**src/rtl/safe_lockstep_ctrl.sv**
```systemverilog
// Lockstep sequencer for NHARTS harts: halt, WFI, sync, lock, resync, exit.
// Optional voter-error counter enabled by SAFE_LOCKSTEP_ERRCNT_EN.
module safe_lockstep_ctrl #(
  parameter int NHARTS         = 3,
  parameter int TIMEOUT_W      = 10,
  parameter int TIMEOUT_CYCLES = 1000
) (
  input  logic              clk_i,
  input  logic              rst_ni,
  input  logic              safe_mode_i,
  input  logic              dmr_mode_i,
  input  logic [NHARTS-1:0] hart_en_i,
  input  logic [NHARTS-1:0] master_i,
  input  logic [NHARTS-1:0] halt_ack_i,
  input  logic [NHARTS-1:0] wfi_i,
  input  logic [NHARTS-1:0] intc_ack_i,
  input  logic              vote_error_i,
  output logic [NHARTS-1:0] halt_req_o,
  output logic [NHARTS-1:0] sync_irq_o,
  output logic [NHARTS-1:0] resync_irq_o,
  output logic              single_bus_o,
  output logic              voter_en_o,
  output logic              comparator_en_o,
  output logic              busy_o,
  output logic              config_err_o,
  output logic              fault_o,
  output logic [7:0]        err_cnt_o
);

  localparam logic [3:0] S_IDLE   = 4'd0;
  localparam logic [3:0] S_HALT   = 4'd1;
  localparam logic [3:0] S_WFI    = 4'd2;
  localparam logic [3:0] S_SYNC   = 4'd3;
  localparam logic [3:0] S_LOCK   = 4'd4;
  localparam logic [3:0] S_RESYNC = 4'd5;
  localparam logic [3:0] S_RSREL  = 4'd6;
  localparam logic [3:0] S_EXIT   = 4'd7;
  localparam logic [3:0] S_FAULT  = 4'd8;

  localparam logic [TIMEOUT_W-1:0] TO_LAST =
    TIMEOUT_W'(TIMEOUT_CYCLES - 1);

  logic [3:0]           r_state;
  logic [3:0]           w_fsm_next;
  logic [3:0]           w_next;
  logic [TIMEOUT_W-1:0] r_wdog;
  logic [NHARTS-1:0]    r_act;
  logic                 r_dmr;
  logic                 r_cfg_err;

  logic [3:0]           w_pop;
  logic                 w_onehot;
  logic                 w_in_en;
  logic                 w_legal;
  logic                 w_all_halt;
  logic                 w_all_wfi;
  logic                 w_all_ack;
  logic                 w_none_ack;
  logic                 w_mst_ack;
  logic                 w_wd_run;
  logic                 w_tmo;
  logic                 w_start;

  always_comb begin
    w_pop = '0;
    for (int i = 0; i < NHARTS; i++) begin
      w_pop = w_pop + 4'(hart_en_i[i]);
    end
  end

  assign w_onehot = (master_i != '0) &&
    ((master_i & (master_i - NHARTS'(1))) == '0);
  assign w_in_en  = (master_i & ~hart_en_i) == '0;
  assign w_legal  = w_onehot && w_in_en &&
    (dmr_mode_i ? (w_pop == 4'd2) : (w_pop >= 4'd3));

  assign w_all_halt =
    ((halt_ack_i | master_i) & r_act) == r_act;
  assign w_all_wfi  = (wfi_i & r_act) == r_act;
  assign w_all_ack  = (intc_ack_i & r_act) == r_act;
  assign w_none_ack = (intc_ack_i & r_act) == '0;
  assign w_mst_ack  = (intc_ack_i & master_i) != '0;

  always_comb begin
    w_fsm_next = r_state;
    unique case (r_state)
      S_IDLE:
        if (safe_mode_i && w_legal) w_fsm_next = S_HALT;
      S_HALT:
        if (w_all_halt) w_fsm_next = S_WFI;
      S_WFI:
        if (w_all_wfi) w_fsm_next = S_SYNC;
      S_SYNC:
        if (w_all_ack) w_fsm_next = S_LOCK;
      S_LOCK: begin
        if (vote_error_i) begin
          w_fsm_next = r_dmr ? S_FAULT : S_RESYNC;
        end else if (!safe_mode_i && w_all_wfi) begin
          w_fsm_next = S_EXIT;
        end
      end
      S_RESYNC:
        if (w_all_ack) w_fsm_next = S_RSREL;
      S_RSREL:
        if (w_none_ack) w_fsm_next = S_LOCK;
      S_EXIT:
        if (w_mst_ack) w_fsm_next = S_IDLE;
      S_FAULT:
        if (!safe_mode_i) w_fsm_next = S_IDLE;
      default:
        w_fsm_next = S_IDLE;
    endcase
  end

  // Watchdog guards every handshake state; it outranks normal progress.
  assign w_wd_run = (r_state == S_HALT)   ||
                    (r_state == S_WFI)    ||
                    (r_state == S_SYNC)   ||
                    (r_state == S_RESYNC) ||
                    (r_state == S_RSREL)  ||
                    (r_state == S_EXIT);
  assign w_tmo    = w_wd_run && (r_wdog == TO_LAST);
  assign w_next   = w_tmo ? S_FAULT : w_fsm_next;
  assign w_start  = (r_state == S_IDLE) && (w_next == S_HALT);

  always_ff @(posedge clk_i or negedge rst_ni) begin
    if (!rst_ni) begin
      r_state <= S_IDLE;
    end else begin
      r_state <= w_next;
    end
  end

  always_ff @(posedge clk_i or negedge rst_ni) begin
    if (!rst_ni) begin
      r_wdog <= '0;
    end else if (!w_wd_run || (w_next != r_state)) begin
      r_wdog <= '0;
    end else begin
      r_wdog <= r_wdog + TIMEOUT_W'(1);
    end
  end

  always_ff @(posedge clk_i or negedge rst_ni) begin
    if (!rst_ni) begin
      r_act <= '0;
      r_dmr <= 1'b0;
    end else if (w_start) begin
      r_act <= hart_en_i;
      r_dmr <= dmr_mode_i;
    end
  end

  always_ff @(posedge clk_i or negedge rst_ni) begin
    if (!rst_ni) begin
      r_cfg_err <= 1'b0;
    end else begin
      r_cfg_err <= (r_state == S_IDLE) &&
                   safe_mode_i && !w_legal;
    end
  end

`ifdef SAFE_LOCKSTEP_ERRCNT_EN
  logic       w_vote_hit;
  logic [7:0] r_err_cnt;

  assign w_vote_hit = (r_state == S_LOCK) && vote_error_i;

  always_ff @(posedge clk_i or negedge rst_ni) begin
    if (!rst_ni) begin
      r_err_cnt <= '0;
    end else if (w_vote_hit && (r_err_cnt != 8'hFF)) begin
      r_err_cnt <= r_err_cnt + 8'd1;
    end
  end

  assign err_cnt_o = r_err_cnt;
`else
  assign err_cnt_o = '0;
`endif

  always_comb begin
    halt_req_o      = '0;
    sync_irq_o      = '0;
    resync_irq_o    = '0;
    single_bus_o    = 1'b0;
    voter_en_o      = 1'b0;
    comparator_en_o = 1'b0;
    fault_o         = 1'b0;
    unique case (r_state)
      S_HALT:
        halt_req_o = r_act & ~master_i;
      S_SYNC: begin
        sync_irq_o   = r_act;
        single_bus_o = 1'b1;
      end
      S_LOCK: begin
        single_bus_o    = 1'b1;
        voter_en_o      = ~r_dmr;
        comparator_en_o = r_dmr;
      end
      S_RESYNC: begin
        resync_irq_o = r_act;
        single_bus_o = 1'b1;
        voter_en_o   = 1'b1;
      end
      S_RSREL: begin
        single_bus_o = 1'b1;
        voter_en_o   = 1'b1;
      end
      S_EXIT:
        sync_irq_o = master_i;
      S_FAULT:
        fault_o = 1'b1;
      default: ;
    endcase
  end

  assign busy_o       = r_state != S_IDLE;
  assign config_err_o = r_cfg_err;

endmodule

```
**config.mk**
```make
export PLATFORM = sky130hd
export DESIGN_NAME = safe_lockstep_ctrl
export DESIGN_NICKNAME = d
export VERILOG_FILES = /design/src/rtl/safe_lockstep_ctrl.sv
export SDC_FILE = /design/constraint.sdc
export NUM_CORES = 1
export LEC_CHECK = 0
export CORE_MARGIN = 10
export CORE_UTILIZATION = 48
export CTS_BUF_LIST = sky130_fd_sc_hd__clkbuf_8 sky130_fd_sc_hd__clkbuf_16
export CTS_CLUSTER_DIAMETER = 40
export DETAILED_ROUTE_END_ITERATION = 7
export GPL_ROUTABILITY_DRIVEN = 0
export PLACE_DENSITY = 0.8
export SLEW_MARGIN = 20
export SYNTH_ARGS = -nofsm -noshare
export SYNTH_HDL_FRONTEND = slang
export SYNTH_SLANG_ARGS = --single-unit
```
**constraint.sdc**
```tcl
create_clock -name clk_i -period 2.2 [get_ports clk_i]
set_input_delay 0.33 -clock clk_i [delete_from_list [all_inputs] [get_ports clk_i]]
set_output_delay 0.33 -clock clk_i [all_outputs]
set_load 0.01 [all_outputs]
```
==> impl_results.html, run 1 <==
<table>
<tr><th>Metric</th><th>Value</th></tr>
<tr><th colspan="2">Clock tree</th></tr>
<tr><td>Clock sink total</td><td>19</td></tr>
<tr><td>CTS HTree Levels</td><td>1</td></tr>
<tr><td>CTS Hold Buffers Added</td><td>0</td></tr>
<tr><td>Root buffer selected by CTS</td><td>clkbuf_8</td></tr>
<tr><td>CTS tree</td><td>built</td></tr>
<tr><td>Number of buffers added by the clock tree synthesis step</td><td>3</td></tr>
<tr><td>Clock latency of the later-clocked register in the worst-skew pair</td><td>260 ps</td></tr>
<tr><td>Clock-pin transition on the worst setup and hold timing paths</td><td>70 ps</td></tr>
<tr><td>Clock Tree Buf Depth</td><td>2</td></tr>
<tr><th colspan="2">Placed design</th></tr>
<tr><td>Detail Placement HPWL</td><td>3.46 mm</td></tr>
<tr><td>DP Area</td><td>2000 um2</td></tr>
<tr><td>Number of buffers added on ports</td><td>34</td></tr>
<tr><td>DP Cell Count</td><td>263</td></tr>
<tr><td>Dpl ws</td><td>-442 ps</td></tr>
<tr><th colspan="2">Critical path</th></tr>
<tr><td>Destination of the worst register-to-register timing path</td><td>r_wdog[4]</td></tr>
<tr><td>Data required time at the worst endpoint</td><td>approximately 1900 ps</td></tr>
<tr><td>Type of element capturing the critical path</td><td>output pin</td></tr>
<tr><td>Worst-path maximum fanout</td><td>5</td></tr>
<tr><td>Worst path depth</td><td>4</td></tr>
<tr><td>CP max stage delay</td><td>550 ps</td></tr>
<tr><td>Worst setup path start</td><td>r_state[0]</td></tr>
<tr><td>Setup crit end</td><td>fault_o</td></tr>
<tr><td>Crit path arrival time</td><td>1810 ps</td></tr>
<tr><td>Flop-to-flop setup slack</td><td>160 ps</td></tr>
<tr><td>Critical path startpoint category</td><td>flip-flop</td></tr>
<tr><td>Kind of cell with the highest combined delay on the critical path</td><td>buffers and inverters</td></tr>
<tr><td>Buffering stage count on the worst path with inverters included</td><td>2</td></tr>
<tr><td>CP max-delay cell</td><td>clkdlybuf4s50_1</td></tr>
<tr><td>R2R Path Start</td><td>r_state[1]</td></tr>
<tr><td>Cells traversed along the worst timing path</td><td>buf_4 &gt; nor3_2 &gt; and2_1 &gt; clkdlybuf4s50_1</td></tr>
<tr><td>Worst r2r path cells</td><td>7</td></tr>
<tr><td>Worst Setup Path Type</td><td>reg -&gt; out</td></tr>
<tr><th colspan="2">Die</th></tr>
<tr><td>Row count</td><td>20</td></tr>
<tr><td>Die Area</td><td>5840 um2</td></tr>
<tr><td>Starting density of the core</td><td>50.1%</td></tr>
<tr><td>Die Height</td><td>76.4 um</td></tr>
<tr><td>Width of the die</td><td>76.4 um</td></tr>
<tr><td>Io pins</td><td>43</td></tr>
<tr><td>Std-Cell Core Area</td><td>3050 um2</td></tr>
<tr><th colspan="2">Run status</th></tr>
<tr><td>Result of the run</td><td>complete, no violations</td></tr>
<tr><th colspan="2">Timing</th></tr>
<tr><td>Max Fclk</td><td>0.467 GHz</td></tr>
<tr><td>Final setup violating endpoints</td><td>0</td></tr>
<tr><td>Worst Setup Slack, final</td><td>60.1 ps</td></tr>
<tr><td>Post-route worst hold slack</td><td>roughly 400 ps</td></tr>
<tr><td>Max-slew violation total from the final report</td><td>0</td></tr>
<tr><td>Number of failing hold endpoints at the final stage</td><td>0</td></tr>
<tr><td>Setup repair after global routing missed its margin</td><td>true</td></tr>
<tr><td>Min Clock Period, post-route</td><td>2140 ps</td></tr>
<tr><td>Post-route clock period utilization</td><td>approximately 100%</td></tr>
<tr><td>Worst-case clock skew</td><td>approximately 5.3 ps</td></tr>
<tr><th colspan="2">Detailed routing</th></tr>
<tr><td>Post-route ant nets</td><td>0</td></tr>
<tr><td>Average wire length per cell after detail routing</td><td>about 17 um</td></tr>
<tr><td>Vias after detailed routing</td><td>between 1,500 and 2,000</td></tr>
<tr><td>TritonRoute pass-1 iters</td><td>4</td></tr>
<tr><td>Iter 0 DRT Violations</td><td>87</td></tr>
<tr><td>Residual DRC</td><td>0</td></tr>
<tr><td>Post-detailed-route via-to-cell ratio</td><td>5.61</td></tr>
<tr><td>DRT Wirelength</td><td>roughly 4.5 mm</td></tr>
<tr><th colspan="2">Power and ir drop</th></tr>
<tr><td>Peak VDD IR</td><td>approximately 0.00057 V</td></tr>
<tr><td>Total power divided by cell area</td><td>1040 nW/um2</td></tr>
<tr><td>Standby leakage power</td><td>~0.95 nW</td></tr>
<tr><th colspan="2">Worst hold path</th></tr>
<tr><td>Worst hold path class</td><td>in -&gt; async</td></tr>
<tr><th colspan="2">Global route</th></tr>
<tr><td>Via count of the first global-routing pass</td><td>1,573</td></tr>
<tr><td>Overall track demand over capacity in global routing</td><td>between 10 and 15%</td></tr>
<tr><td>Aggregate global routing overflow</td><td>0</td></tr>
<tr><td>First-pass GRT wire length</td><td>7.36 mm</td></tr>
<tr><td>Number of antenna violations at the first check in global routing</td><td>0</td></tr>
<tr><td>Largest net degree at the start of global routing</td><td>20</td></tr>
<tr><th colspan="2">Finish</th></tr>
<tr><td>Filler cell count</td><td>246</td></tr>
<tr><td>Number of diodes added for antenna fixing</td><td>0</td></tr>
<tr><td>Share of cells above drive strength 1</td><td>22.5%</td></tr>
<tr><td>Finished layout cell area</td><td>around 2100 um2</td></tr>
<tr><td>Final Instance Count excl. Fillers</td><td>271</td></tr>
<tr><td>Layout Nets</td><td>250</td></tr>
<tr><td>Area growth from synthesis to final layout</td><td>40.0%</td></tr>
<tr><td>Fin util</td><td>70.1%</td></tr>
<tr><th colspan="2">Logic synthesis</th></tr>
<tr><td>Synthesis Warnings</td><td>0</td></tr>
<tr><td>Cells after synthesis</td><td>~170</td></tr>
<tr><td>Seq cells post-synth</td><td>19</td></tr>
<tr><td>Cell area after synthesis</td><td>~1500 um2</td></tr>
<tr><td>Mean area per synthesized cell</td><td>8.79 um2</td></tr>
<tr><td>Number of distinct library cells after synthesis</td><td>51</td></tr>
<tr><td>Post-synth top flop</td><td>dfrtp_1</td></tr>
<tr><td>Fraction of the yosys area taken by sequential cells</td><td>31.1%</td></tr>
<tr><td>Fraction of registers with async set/reset</td><td>100%</td></tr>
<tr><td>Number of flops mapped to enable cells by yosys</td><td>0</td></tr>
<tr><th colspan="2">Flow run</th></tr>
<tr><td>Maximum Capacitance Violations</td><td>0</td></tr>
</table>
[through the flow]
stage,setup TNS [ps],power [mW]
after global placement,-2790,1.77
after detailed placement,-4150,1.81
after floorplan,0,1.35
after CTS,0,2.15
after global routing,-116,2.37
final,0,2.22
[worst min-delay path by stage]
stage               startpoint      endpoint  slack (ps)  depth (start not counted)
floorplan               rst_ni  config_err_o          30                          0
global placement     r_wdog[0]     r_wdog[0]         450                          1
detailed placement   r_wdog[0]     r_wdog[0]         470                          1
CTS                     rst_ni    r_state[3]         410                          2
global route            rst_ni    r_state[2]         420                          2
finish                  rst_ni    r_state[2]         400                          2
[synthesized netlist by cell type, types with 4 or more instances]
cell      count  share of area (%)
dfrtp_1      19                 31
nor3_1       16                5.2
nand2_1      11                2.7
buf_4        10                4.9
nor2_1       10                2.5
o21ai_0      10                3.3
nand3_1       8                2.6
inv_1         7                1.7
xnor2_1       7                4.0
nor3b_1       6                2.9
nand2b_1      5                2.0
nor2b_1       5                2.0
and2_1        4                1.6
xor2_1        4                2.3
[power breakdown]
group / total [mW] / switching [mW] / internal (mW)
clock network: 0.235 / 0.111 / 0.124
registers: 0.576 / 0.144 / 0.432
logic: 1.41 / 0.711 / 0.695
total: 2.22 / 0.965 / 1.25
[layout by cell type (no fill, tap or decap), types with 4 or more instances in the layout]
master	synthesis	routed
clkdlybuf4s50_1	0	21
and2_1	4	4
xnor2_1	7	7
nand3_1	8	8
inv_1	7	6
xor2_1	4	4
dlygate4sd2_1	0	7
o21ai_0	10	10
nand2_1	11	10
nor2_1	10	8
conb_1	1	8
nor3b_1	6	5
nor2b_1	5	4
dlymetal6s2s_1	0	6
buf_4	10	20
nand2b_1	5	5
dfrtp_1	19	17
nor3_1	16	12
[per-layer routing]
| layer | wire length [um] | vias to the layer above | GRT usage (%) |
|---|---|---|---|
| met5 | 0 | - | 0 |
| li1 | - | 723 | - |
| met1 | 1840 | 770 | 15.7 |
| met4 | 8 | 0 | 3.35 |
| met3 | 123 | 2 | 3.42 |
| met2 | 2530 | 26 | 28.2 |
[cell type report]
class,instances,area [um2],share of cell area (%)
multi-input cells,141,1010,47.1
inverters,7,26.3,1.23
clock inverters,1,3.75,0.175
well taps,44,55.1,2.57
flip-flops and latches,19,478,22.3
repair buffers,56,528,24.7
clock buffers,3,41.3,1.93
[kinds of logic (layout without fill, tap and decap cells)]
| group | Yosys count | in the layout | share of synthesized area (%) |
|---|---|---|---|
| muxes | 5 | 5 | 3.44 |
| other | 1 | 8 | 0.245 |
| adders and majority gates | 2 | 2 | 2.13 |
| xor gates and xnor gates | 11 | 11 | 6.30 |
| buffers and inverters | 22 | 67 | 8.59 |
| and+or+nand+nor | 81 | 81 | 30.3 |
| DFF | 19 | 19 | 31.1 |
| AOI/OAI and AO/OA | 33 | 34 | 17.9 |
[state kept, by name (all words and copies together), names as in the netlist]
name / cells
r_state: 4
r_wdog: 10
r_act: 3
config_err_o: 1
r_dmr: 1
[repair_timing]
item,CTS,global route
gates cloned,1,0
setup buffers,2,1
setup endpoints to repair,21,16
hold endpoints to repair,0,0
pin swaps,6,2
gates resized for setup,18,12
No activity file was read; power rests on OpenSTA's default activity.
==> inputs of run 2 (changes only) <==
- CORE_MARGIN: 10 -> not set
==> run 2 against run 1 <==
Compared with the run above:
- critical endpoint is now r_wdog[9]
- maximum frequency fell by 0.87%
- register-to-register slack worse by 90 ps
- largest power group unchanged
- sequential cell count did not move
==> impl_results.html, run 2 (synthesis gave the netlist of run 1 again) <==
<table>
<tr><th>Metric</th><th>Value</th></tr>
<tr><th colspan="2">Timing</th></tr>
<tr><td>Worst-case clock skew</td><td>2.75 ps (was 5.25 ps)</td></tr>
<tr><td>Max-slew violation total from the final report</td><td>0 (unchanged)</td></tr>
<tr><td>Number of failing hold endpoints at the final stage</td><td>0 (unchanged)</td></tr>
<tr><td>Post-route worst hold slack</td><td>400 ps (was 395 ps)</td></tr>
<tr><td>Min Clock Period, post-route</td><td>2160 ps (was 2140 ps)</td></tr>
<tr><td>Max Fclk</td><td>0.463 GHz (was 0.467 GHz)</td></tr>
<tr><td>Setup repair after global routing missed its margin</td><td>true (unchanged)</td></tr>
<tr><td>Post-route clock period utilization</td><td>98.1% (was 97.3%)</td></tr>
<tr><td>Final setup violating endpoints</td><td>0 (unchanged)</td></tr>
<tr><th colspan="2">Finish</th></tr>
<tr><td>Top register by number of flip-flops</td><td>r_wdog (unchanged)</td></tr>
<tr><td>Area used by multi-input combinational logic</td><td>1020 um2 (was 1010 um2)</td></tr>
<tr><td>Share of cells above drive strength 1</td><td>23.7% (was 22.5%)</td></tr>
<tr><td>Most frequent cells in the layout</td><td>clkdlybuf4s50_1 (23), buf_4 (21), dfrtp_1 (16) (was clkdlybuf4s50_1 (21), buf_4 (20), dfrtp_1 (17))</td></tr>
<tr><td>Largest registers in the final layout</td><td>r_wdog (10), r_state (4), r_act (3) (unchanged)</td></tr>
<tr><td>Filler cell count</td><td>233 (was 246)</td></tr>
<tr><td>Number of diodes added for antenna fixing</td><td>0 (unchanged)</td></tr>
<tr><td>Area growth from synthesis to final layout</td><td>41.9% (was 40.0%)</td></tr>
<tr><td>Finished layout cell area</td><td>2170 um2 (was 2140 um2)</td></tr>
<tr><td>Flip-flop count of the largest register after layout</td><td>10 (unchanged)</td></tr>
<tr><td>FF+latch area</td><td>479 um2 (was 478 um2)</td></tr>
<tr><td>Final Instance Count excl. Fillers</td><td>272 (was 271)</td></tr>
<tr><td>Leading cell type in the layout, fill and taps excluded</td><td>clkdlybuf4s50_1 (unchanged)</td></tr>
<tr><td>Layout Nets</td><td>251 (was 250)</td></tr>
<tr><th colspan="2">Power and ir drop</th></tr>
<tr><td>Total power divided by cell area</td><td>1030 nW/um2 (was 1040 nW/um2)</td></tr>
<tr><td>Standby leakage power</td><td>0.964 nW (was 0.946 nW)</td></tr>
<tr><td>Peak VDD IR</td><td>0.000676 V (was 0.000572 V)</td></tr>
<tr><th colspan="2">Critical path</th></tr>
<tr><td>Worst Setup Path Type</td><td>in -&gt; reg (was reg -&gt; out)</td></tr>
<tr><td>Destination of the worst register-to-register timing path</td><td>r_wdog[9] (was r_wdog[4])</td></tr>
<tr><td>Kind of cell with the highest combined delay on the critical path</td><td>buffers and inverters (unchanged)</td></tr>
<tr><td>CP max-delay cell</td><td>clkdlybuf4s50_1 (unchanged)</td></tr>
<tr><td>Type of element capturing the critical path</td><td>flip-flop (was output pin)</td></tr>
<tr><td>R2R Path Start</td><td>r_state[2] (was r_state[1])</td></tr>
<tr><td>Worst setup path start</td><td>master_i[0] (was r_state[0])</td></tr>
<tr><td>Setup crit end</td><td>r_wdog[9] (was fault_o)</td></tr>
<tr><td>Critical path startpoint category</td><td>primary input (was flip-flop)</td></tr>
<tr><td>Worst r2r path cells</td><td>10 (was 7)</td></tr>
<tr><td>Buffering stage count on the worst path with inverters included</td><td>4 (was 2)</td></tr>
<tr><td>Cells traversed along the worst timing path</td><td>clkdlybuf4s50_1 &gt; a22o_1 &gt; a211oi_2 &gt; buf_4 &gt; buf_4 &gt; o21ai_0 &gt; nand4b_1 &gt; o311ai_4 &gt; buf_12 &gt; a211oi_2 (was buf_4 &gt; nor3_2 &gt; and2_1 &gt; clkdlybuf4s50_1)</td></tr>
<tr><td>Flop-to-flop setup slack</td><td>70 ps (was 160 ps)</td></tr>
<tr><td>Data required time at the worst endpoint</td><td>2370 ps (was 1870 ps)</td></tr>
<tr><td>CP max stage delay</td><td>500 ps (was 550 ps)</td></tr>
<tr><td>Worst path depth</td><td>10 (was 4)</td></tr>
<tr><td>Crit path arrival time</td><td>2330 ps (was 1810 ps)</td></tr>
<tr><td>Worst-path maximum fanout</td><td>10 (was 5)</td></tr>
<tr><th colspan="2">Detailed routing</th></tr>
<tr><td>Post-route ant nets</td><td>0 (unchanged)</td></tr>
<tr><td>Vias after detailed routing</td><td>1,528 (was 1,521)</td></tr>
<tr><td>Average wire length per cell after detail routing</td><td>15.4 um (was 16.6 um)</td></tr>
<tr><td>Iter 0 DRT Violations</td><td>92 (was 87)</td></tr>
<tr><td>TritonRoute pass-1 iters</td><td>4 (unchanged)</td></tr>
<tr><td>Post-detailed-route via-to-cell ratio</td><td>5.62 (was 5.61)</td></tr>
<tr><td>Residual DRC</td><td>0 (unchanged)</td></tr>
<tr><td>DRT Wirelength</td><td>4.19 mm (was 4.50 mm)</td></tr>
<tr><th colspan="2">Die</th></tr>
<tr><td>Width of the die</td><td>58.4 um (was 76.4 um)</td></tr>
<tr><td>Std-Cell Core Area</td><td>3030 um2 (was 3050 um2)</td></tr>
<tr><td>Starting density of the core</td><td>50.5% (was 50.1%)</td></tr>
<tr><td>Io pins</td><td>43 (unchanged)</td></tr>
<tr><td>Die Height</td><td>58.4 um (was 76.4 um)</td></tr>
<tr><td>Die Area</td><td>3420 um2 (was 5840 um2)</td></tr>
<tr><td>Row count</td><td>20 (unchanged)</td></tr>
<tr><th colspan="2">Global route</th></tr>
<tr><td>Largest net degree at the start of global routing</td><td>20 (unchanged)</td></tr>
<tr><td>Overall track demand over capacity in global routing</td><td>25.6% (was 14.7%)</td></tr>
<tr><td>Number of antenna violations at the first check in global routing</td><td>0 (unchanged)</td></tr>
<tr><td>Aggregate global routing overflow</td><td>0 (unchanged)</td></tr>
<tr><td>First-pass GRT wire length</td><td>6.69 mm (was 7.36 mm)</td></tr>
<tr><td>Via count of the first global-routing pass</td><td>1,439 (was 1,573)</td></tr>
<tr><th colspan="2">Clock tree</th></tr>
<tr><td>Root buffer selected by CTS</td><td>clkbuf_8 (unchanged)</td></tr>
<tr><td>Clock sink total</td><td>19 (unchanged)</td></tr>
<tr><td>CTS HTree Levels</td><td>1 (unchanged)</td></tr>
<tr><td>Clock Tree Buf Depth</td><td>2 (unchanged)</td></tr>
<tr><td>Clock-pin transition on the worst setup and hold timing paths</td><td>70 ps (about the same)</td></tr>
<tr><td>CTS tree</td><td>built (unchanged)</td></tr>
<tr><td>Clock latency of the later-clocked register in the worst-skew pair</td><td>260 ps (about the same)</td></tr>
<tr><td>Number of buffers added by the clock tree synthesis step</td><td>3 (unchanged)</td></tr>
<tr><td>CTS Hold Buffers Added</td><td>0 (unchanged)</td></tr>
<tr><th colspan="2">Placed design</th></tr>
<tr><td>DP Area</td><td>1980 um2 (was 2000 um2)</td></tr>
<tr><td>Number of buffers added on ports</td><td>34 (unchanged)</td></tr>
<tr><td>Detail Placement HPWL</td><td>3.04 mm (was 3.46 mm)</td></tr>
<tr><td>DP Cell Count</td><td>260 (was 263)</td></tr>
<tr><th colspan="2">Flow run</th></tr>
<tr><td>Maximum Capacitance Violations</td><td>0 (unchanged)</td></tr>
<tr><th colspan="2">Worst hold path</th></tr>
<tr><td>Worst hold path class</td><td>in -&gt; async (unchanged)</td></tr>
<tr><th colspan="2">Run status</th></tr>
<tr><td>Result of the run</td><td>complete, no violations (unchanged)</td></tr>
</table>
-- run 2: cell type report --
type                    count  area share [%]
repair buffers             57            25.0
well taps                  44            2.54
clock buffers               3            1.90
multi-input cells         141            47.1
flip-flops and latches     19            22.1
clock inverters             1           0.173
inverters                   7            1.21
-- run 2: worst min-delay path by stage --
| stage | from | to | slack [ps] | depth (start not counted) |
|---|---|---|---|---|
| final | rst_ni | r_wdog[5] | 400 | 2 |
| after floorplan | rst_ni | config_err_o | 30 | 0 |
| after CTS | rst_ni | r_wdog[2] | 410 | 2 |
| after detailed placement | r_wdog[0] | r_wdog[0] | 480 | 1 |
| after global placement | r_wdog[0] | r_wdog[0] | 450 | 1 |
| after global routing | rst_ni | r_state[2] | 440 | 2 |
-- run 2: stage by stage --
stage / total power [mW] / TNS [ps] / util, % / worst slack, ps
2_1_floorplan: 1.35 / 0 / - / 234
3_3_place_gp: 1.72 / -2830 / 65.3 / -273
3_5_place_dp: 1.76 / -4290 / 65.3 / -445
4_1_cts: 2.16 / -11.4 / 69.7 / -11.4
5_1_grt: 2.38 / -69.8 / 71.7 / -21.7
6_report: 2.24 / 0 / 71.7 / 41.3
-- run 2: metal layers --
layer	GRT usage (%)	part of all wire, %	up-vias
met5	0	0	-
met3	4.18	4.0	11
li1	-	-	724
met4	8.50	1.8	0
met2	42.7	50	43
met1	34.1	44	750
-- run 2: where the power goes --
group	switching [mW]	internal, mW	leakage [nW]
clock network	0.112	0.124	0.0269
logic	0.739	0.691	0.685
registers	0.144	0.434	0.252
-- run 2: what timing repair did --
item	in CTS	in global routing
setup buffers	5	2
pin swaps	6	3
gates resized for setup	18	13
endpoints found under the setup margin	23	20
gates cloned	1	0
